`src/rtl/sub32_pkg.sv`:
```
// Shared widths, reset value and the carry-lookahead helper for the 32-bit subtractor.
package sub32_pkg;

  localparam int unsigned DATA_W      = 32;
  localparam int unsigned CLA_BLOCK_W = 8;
  localparam int unsigned NUM_BLOCKS  = 4;

  localparam logic [DATA_W-1:0] RESET_VALUE = 32'h0;

  // Flattened lookahead carry into position n: OR over j<n of (g[j] & p[n-1:j+1]), plus (p[n-1:0] & cin).
  function automatic logic lookahead_carry(input logic [CLA_BLOCK_W-1:0] g,
                                           input logic [CLA_BLOCK_W-1:0] p,
                                           input logic                   cin,
                                           input int unsigned            n);
    logic c;
    logic prod;
    c    = 1'b0;
    prod = 1'b1;
    for (int j = int'(CLA_BLOCK_W) - 1; j >= 0; j--) begin
      if (j < int'(n)) begin
        c    = c | (prod & g[j]);
        prod = prod & p[j];
      end
    end
    return c | (prod & cin);
  endfunction

endpackage

```
`src/rtl/cla_8.sv`:
```
// 8-bit carry-lookahead adder block exporting block generate/propagate for a second-level unit.
module cla_8
  import sub32_pkg::*;
(
  input  logic [CLA_BLOCK_W-1:0] a,
  input  logic [CLA_BLOCK_W-1:0] b,
  input  logic                   cin,
  output logic [CLA_BLOCK_W-1:0] sum,
  output logic                   G,
  output logic                   P
);

  logic [CLA_BLOCK_W-1:0] g;
  logic [CLA_BLOCK_W-1:0] p;
  logic [CLA_BLOCK_W-1:0] c;

  assign g = a & b;
  assign p = a ^ b;

  // Every internal carry is computed directly from g/p/cin, not rippled.
  always_comb begin
    c = '0;
    for (int unsigned i = 0; i < CLA_BLOCK_W; i++) begin
      c[i] = lookahead_carry(g, p, cin, i);
    end
  end

  assign sum = p ^ c;
  assign G   = lookahead_carry(g, p, 1'b0, CLA_BLOCK_W);
  assign P   = &p;

endmodule

```
`src/rtl/subtractor_32.sv`:
```
// Registered 32-bit subtractor out = A - B built as A + ~B + 1 on a two-level CLA.
// Define SUBTRACT_32_FLAGS_EN to add the overflow, borrow and zero status outputs.
module subtractor_32
  import sub32_pkg::*;
(
  input  logic              clock,
  input  logic              reset,
  input  logic [DATA_W-1:0] A,
  input  logic [DATA_W-1:0] B,
  output logic [DATA_W-1:0] out
`ifdef SUBTRACT_32_FLAGS_EN
  ,
  output logic              overflow,
  output logic              borrow,
  output logic              zero
`endif
);

  logic [DATA_W-1:0]     b_inv;
  logic [DATA_W-1:0]     sum;
  logic [NUM_BLOCKS-1:0] blk_g;
  logic [NUM_BLOCKS-1:0] blk_p;
  logic [NUM_BLOCKS:0]   carry;

  assign b_inv = ~B;

  for (genvar k = 0; k < NUM_BLOCKS; k++) begin : g_blk
    cla_8 u_cla (
      .a   (A[k*CLA_BLOCK_W +: CLA_BLOCK_W]),
      .b   (b_inv[k*CLA_BLOCK_W +: CLA_BLOCK_W]),
      .cin (carry[k]),
      .sum (sum[k*CLA_BLOCK_W +: CLA_BLOCK_W]),
      .G   (blk_g[k]),
      .P   (blk_p[k])
    );
  end

  // Second-level lookahead: c0 = 1 (two's-complement +1), then c8, c16, c24, c32.
  always_comb begin
    carry = '0;
    for (int unsigned k = 0; k <= NUM_BLOCKS; k++) begin
      carry[k] = lookahead_carry(CLA_BLOCK_W'(blk_g), CLA_BLOCK_W'(blk_p), 1'b1, k);
    end
  end

  always_ff @(posedge clock) begin
    if (reset) begin
      out <= RESET_VALUE;
    end else begin
      out <= sum;
    end
  end

`ifdef SUBTRACT_32_FLAGS_EN
  logic overflow_c;
  logic borrow_c;
  logic zero_c;

  assign overflow_c = (A[DATA_W-1] ^ B[DATA_W-1]) & (sum[DATA_W-1] ^ A[DATA_W-1]);
  assign borrow_c   = ~carry[NUM_BLOCKS];
  assign zero_c     = (sum == '0);

  // Flags are captured on the same edge as out so they always describe the same operands.
  always_ff @(posedge clock) begin
    if (reset) begin
      overflow <= 1'b0;
      borrow   <= 1'b0;
      zero     <= 1'b0;
    end else begin
      overflow <= overflow_c;
      borrow   <= borrow_c;
      zero     <= zero_c;
    end
  end
`else
  logic unused_c32;
  assign unused_c32 = carry[NUM_BLOCKS];
`endif

endmodule

```
`config.mk`:
```
export PLATFORM = sky130hd
export DESIGN_NAME = subtractor_32
export DESIGN_NICKNAME = d
export VERILOG_FILES = /design/src/rtl/sub32_pkg.sv /design/src/rtl/cla_8.sv /design/src/rtl/subtractor_32.sv
export SDC_FILE = /design/constraint.sdc
export NUM_CORES = 1
export LEC_CHECK = 0
export CAP_MARGIN = 20
export CORE_ASPECT_RATIO = 1.25
export CORE_MARGIN = 2
export CORE_UTILIZATION = 38
export CTS_CLUSTER_DIAMETER = 120
export DETAILED_ROUTE_END_ITERATION = 8
export PLACE_DENSITY = 0.77
export SLEW_MARGIN = 40
export SYNTH_ARGS = -nofsm -noshare
export SYNTH_HDL_FRONTEND = slang
export SYNTH_SLANG_ARGS = --single-unit
```
`constraint.sdc`:
```
create_clock -name clock -period 3 [get_ports clock]
set_input_delay 0.3 -clock clock [delete_from_list [all_inputs] [get_ports clock]]
set_output_delay 0.3 -clock clock [all_outputs]
set_load 0.02 [all_outputs]
```
[Word level (Yosys, flattened, before mapping)]
Cells that the tools add are included.
Storage, ports and cells
  register bits after elaboration: 32
  input bits: 66
  logic and storage cells: 390
Operators by class
  bitwise operators: 386
  reduce and logical (&&, ||, !) cells: 3
Operators by type and width (count)
  bitwise AND 1 bit: 234
  OR 1 bit: 139
  XOR 8 bit: 8
  inverter 32 bit: 1
  bitwise AND 8 bit: 3
  AND reduction 8 bit: 3
  bitwise AND 7 bit: 1

[Logic depth before layout (Yosys ltp)]
  depth after elaboration: 17
  depth in mapped cells: 11

[By module]
A second synthesis with hierarchy kept.
Unflattened totals
  cell total of the unflattened synthesis: 311
  area total of the unflattened synthesis: 2553.7 µm²
By module, submodules not included
  cla_8 (g_blk[1].u_cla ...): times used 3, cells each 53, area an instance 385.4 µm², seq. area each 0.0 µm²
  subtractor_32: times used 1, cells each 105, area an instance 1012.2 µm², seq. area each 640.6 µm²
  cla_8 (g_blk[0].u_cla): times used 1, cells each 47, area an instance 385.4 µm², seq. area each 0.0 µm²

[Least setup slack after synthesis]
Ideal clock, no wire load.
  path type: input -> register
  start: input A[0]
  end: register out[22]
  library setup time: 0.134 ns
  arrival: 2.762 ns
  required time: 2.866 ns
  slack: 0.104 ns
  cell stages on the path: 10
  buffers on the path: 0
  cells stage by stage: inv_1 ha_1 o21ai_1 a2111oi_2 a22o_2 a2111o_1 a31o_2 o21a_1 nor4bb_1 or4_1
On the way
  cells in the longest elaborated chain, start to end: 9
  elaborated cells on any way between the ends: 12
  classes of those cells: bitwise (11); reduce/logical (1)
RTL lines
  start: declaration: line subtractor_32.sv:8  | input logic [DATA_W-1:0] A,
  bitwise AND 8 bit: line cla_8.sv:17  | assign g = a & b;
  bitwise AND 1 bit: line sub32_pkg.sv:21  | c = c | (prod & g[j]);
  OR 1 bit: line sub32_pkg.sv:21
  bitwise AND 1 bit: line sub32_pkg.sv:21
  OR 1 bit: line sub32_pkg.sv:21
  OR 1 bit *: line sub32_pkg.sv:25  | return c | (prod & cin);
  bitwise AND 1 bit *: line sub32_pkg.sv:25
  OR 1 bit *: line sub32_pkg.sv:25
  XOR 8 bit *: line cla_8.sv:28  | assign sum = p ^ c;
  end signal: assignment: line subtractor_32.sv:50  | out <= sum;
  end: declaration: line subtractor_32.sv:10  | output logic [DATA_W-1:0] out
Every way passes the cells marked *; elsewhere a longest branch is shown, timed or not.
A chain may end at the register's enable or synchronous reset.

[Worst setup path after layout]
  start: input B[7]
  end: register out[21]
On the way
  cells in the longest elaborated chain, start to end: 16
  elaborated cells on any way between the ends: 31
  classes of those cells: bitwise (30); reduce/logical (1)
RTL lines
  start: declaration: line subtractor_32.sv:9  | input logic [DATA_W-1:0] B,
  inverter 32 bit *: line subtractor_32.sv:25  | assign b_inv = ~B;
  XOR 8 bit: line cla_8.sv:18  | assign p = a ^ b;
  bitwise AND 1 bit (on tied branches): line sub32_pkg.sv:21, sub32_pkg.sv:22
  OR 1 bit, or another cell as far along (5 in a row): line sub32_pkg.sv:21
  OR 1 bit / bitwise AND 1 bit (equally long branches): line sub32_pkg.sv:21
  OR 1 bit: line sub32_pkg.sv:21
  bitwise AND 1 bit: line sub32_pkg.sv:21
  OR 1 bit: line sub32_pkg.sv:21
  OR 1 bit *: line sub32_pkg.sv:25
  bitwise AND 1 bit *: line sub32_pkg.sv:25
  OR 1 bit *: line sub32_pkg.sv:25
  XOR 8 bit *: line cla_8.sv:28
Marks and branches as above.

==> impl.org <==
** Status
- The flow ran to the end, and the final reports show no timing, DRC or antenna violations.

** Power and ir drop
- Maximum ir drop on the vdd rail :: 191 uV
- The completed layout was analyzed and its total power is 0.00149 W.
- Leakage component of the power :: approximately 1.8 nW
- Power spread over the standard cell area amounts to 408 nW/um^2.

** Layout
- Number of flip-flops in the largest register :: 32
- Relative to the synthesized area, the layout overhead comes to 66.5%.
- Most flop-heavy register :: out
- Layout cell share with drive strength beyond 1 :: between 15 and 20%
- 0 antenna diodes ended up in the layout.
- Largest registers in the final layout :: out (32)
- The top cell types in the final layout, fill and taps aside, are sky130_fd_sc_hd__clkdlybuf4s50_1, sky130_fd_sc_hd__inv_1, sky130_fd_sc_hd__nor2_1, sky130_fd_sc_hd__dfxtp_1, sky130_fd_sc_hd__ha_1.
- The library cell used most frequently in the layout, excluding fill and tap cells, is sky130_fd_sc_hd__clkdlybuf4s50_1.
- Number of nets in the final layout :: between 400 and 500
- Post-layout utilization of the core :: 64.2%
- Fillers :: 477
- In the final layout, the multi-input gates occupy between 1500 and 2000 um^2.
- The sequential cells in the finished layout cover a total of between 600 and 700 um^2.

** Synthesis
- EDFF count, synth :: 0
- Number of cells produced by synthesis :: between 200 and 300
- Synthesis produced a netlist with a net count of 360.
- Post-synthesis adder-cell area fraction :: 20.0%
- Among all flip-flop cells after synthesis, the most frequent one is sky130_fd_sc_hd__dfxtp_1.
- Post-synthesis mux area share :: 0%
- Dominant cells by area after synthesis :: sky130_fd_sc_hd__dfxtp_1, sky130_fd_sc_hd__ha_1, sky130_fd_sc_hd__inv_1
- Sequential-to-total area share from yosys stat :: between 20 and 30%
- Counting distinct cell types in the post-synthesis netlist gives 50.
- Combinational family with the most area after synthesis :: adder cells
- Fraction of the mapped netlist area in compound gates :: approximately 18%
- Of all cell types, the one taking the most synthesized area is sky130_fd_sc_hd__dfxtp_1.
- Flop and latch count out of synthesis :: 32
- Area fraction of the dominant cell type after synthesis :: about 29%
- Summing the areas of all xor and xnor instances in the mapped netlist gives 7.57% of the synthesized area.
- In this run the cell area of the synthesized design comes to between 2000 and 2500 um^2.
- Average size of a mapped cell :: ~8.5 um^2
- Of the total synthesized cell area, the portion taken by AND, OR, NAND and NOR gates is 17.9%.
- The Yosys step of the flow raised 0 warnings.
- Proportion of register bits with asynchronous set or reset after synthesis :: 0%

** Global routing
- Grt total ovfl :: 0
- Number of global-route vias before repair :: about 2.1k
- The first global-routing pass estimated roughly 9000 um of wire.
- The number of antenna violations at the first check in global routing is 0.
- For this run, the total global-route usage over all layers was measured as between 10% and 20%.
- Entering global routing, the biggest net connects 25 pins.

** Run
- Maximum capacitance violations :: 0

** Clock tree
- The number of hold buffers added after CTS was 0.
- TritonCTS clock tree :: built
- Root buf cell :: sky130_fd_sc_hd__clkbuf_8
- Clock sink count :: 32
- H-tree levels :: 2
- The clock passes through at most 2 buffers.
- Clock edge transition at the registers on the reported setup and hold paths :: around 0.07 ns
- Once the clock tree was built, the setup fixing pass inserted 0 buffers.
- Clock tree synthesis inserted a total of 5 buffers.

** Hold path
- Class of the tightest hold or removal check :: input port to register
- The worst hold path passes through 3 cells.

** Placement
- Post-detailed-placement half-perimeter wirelength :: ~4400 um
- Worst Setup Slack post-DPL :: -0.384 ns
- At the end of routability-driven placement, the weighted congestion stood at between 0.8 and 0.9.
- Number of buffer cells added on primary ports :: 97

** Critical path
- STA classifies the critical path endpoint as a register.
- Crit path arrival time :: 3.11 ns
- Critical Path, Cell by Cell :: clkdlybuf4s50_1, inv_1, ha_2, and4_1, a22o_2, a2111o_1, a31o_2, o21a_1, buf_6, or4b_1, nand2_1
- Req. time, crit path :: 3.22 ns
- The critical path in this run is classified as input port to register.
- Slowest cell on the critical path :: sky130_fd_sc_hd__clkdlybuf4s50_1
- Maximum fanout along the worst path :: 5
- For this run, the slowest stage of the critical path takes 0.45 ns.
- CP Launch Type :: input port

** STA
- Once routing completed, OpenROAD measured the worst setup slack at 0.114 ns.
- The number of slew-limit violations in the final report came to 0.
- Ratio of final minimum period to clock period :: 96.2%
- Summed over all failing endpoints, the final setup total negative slack is 0 ns.
- Fmax :: 0.347 GHz
- RSZ-0062 raised after global routing :: no
- The count of final hold-check violations is 0.
- Transition time at the pin with the least slew margin :: around 0.43 ns
- Setup violations remaining at the end of the flow were counted as 0.
- Headroom to the max-slew limit came out at between 70% and 80%.
- The worst path needs between 2 and 3 ns of the cycle, external delays included.

** Drt
- Total Routed Length :: 5510 um
- Drt via density :: 4.85
- Routed wirelength normalized by instance count :: 12.2 um
- The first routing iteration left 77 violations.
- Number of routed nets with antenna violations :: 0
- First-pass DRT Iterations :: 4
- Number of DRC violations after detailed routing :: 0
- Across all layers, the routed design uses 2197 vias.

** Floorplanning
- The initial utilization of the core area, before any placement, comes to 38.6%.
- The core region is between 5000 and 6000 um^2.
- The floorplan step set the die width to around 72 um.
- Die area :: roughly 6400 um^2
- The floorplan step set the die height to around 89 um.
- For this design the top-level I/O count stands at roughly 100.
- After floorplanning, the core was divided into 31 placement rows.
[timing repair]
item | CTS | global route
cloned | 0 | 0
gates resized for setup | 2 | 29
pin swaps | 2 | 11
setup endpoints to repair | 4 | 6
[stage by stage]
stage               instance area, um^2  std cells  hold WS [ns]
floorplan                          2200        260         0.504
global placement                   3420        445          1.02
detailed placement                 3420        445          1.03
CTS                                3530        453         0.756
global route                       3660        453         0.431
finish                             3660        453         0.429
[cells in the mapped netlist (all sizes together), types with 2 or more instances]
master / n
inv: 39
nor2: 33
dfxtp: 32
ha: 32
a21oi: 14
xor2: 11
a21o: 9
nor3: 9
nand2: 8
o21ai: 8
xnor2: 8
a211oi: 5
and3: 4
nand2b: 4
clkbuf: 3
nor4: 3
o21a: 3
a22o: 2
a31o: 2
and4: 2
fa: 2
nand3: 2
o21bai: 2
o31a: 2
[final cells by class]
type	count	share of cell area, %
Clock buffer	7	2.36
Clock inverter	1	0.205
Inverter	39	4.00
Multi-Input combinational cell	185	41.2
Sequential cell	32	17.5
Tap cell	66	2.26
Timing Repair Buffer	123	32.4
[worst paths after layout]
| path | startpoint | end |
|---|---|---|
| setup / recovery | B[7] | out[21] |
| hold / removal | B[0] | out[0] |
[metal layers]
metal | track usage, % | vias up | share of wire [%]
li1 | - | 1139 | -
met1 | 18.5 | 980 | 40
met2 | 33.6 | 67 | 53
met3 | 3.49 | 11 | 5.1
met4 | 6.35 | 0 | 1.9
met5 | 0 | - | 0
[power breakdown]
part	switching (W)	leakage [nW]	internal, W	total [W]
registers	0.0000165	0.267	0.000482	0.000499
clock network	0.000154	0.0445	0.000186	0.000341
logic	0.000298	1.44	0.000358	0.000655
total	0.000469	1.75	0.00103	0.00149
[worst max-delay path, delay by kind of cell]
kind / cells / cell delay (ns)
compound gates: 4 / 1.16
buf+inv: 3 / 0.61
simple gates: 3 / 0.72
fa+ha+maj: 1 / 0.29
[kinds of logic (layout without fill, tap and decap cells)]
logic type | after synthesis | after routing
adders and majority gates | 34 | 34
and+or+nand+nor | 76 | 76
DFF | 32 | 32
xor gates and xnor gates | 19 | 19
AOI/OAI and AO/OA | 56 | 56
buffers and inverters | 43 | 170
Note: power is estimated with default switching activity, not from simulation.
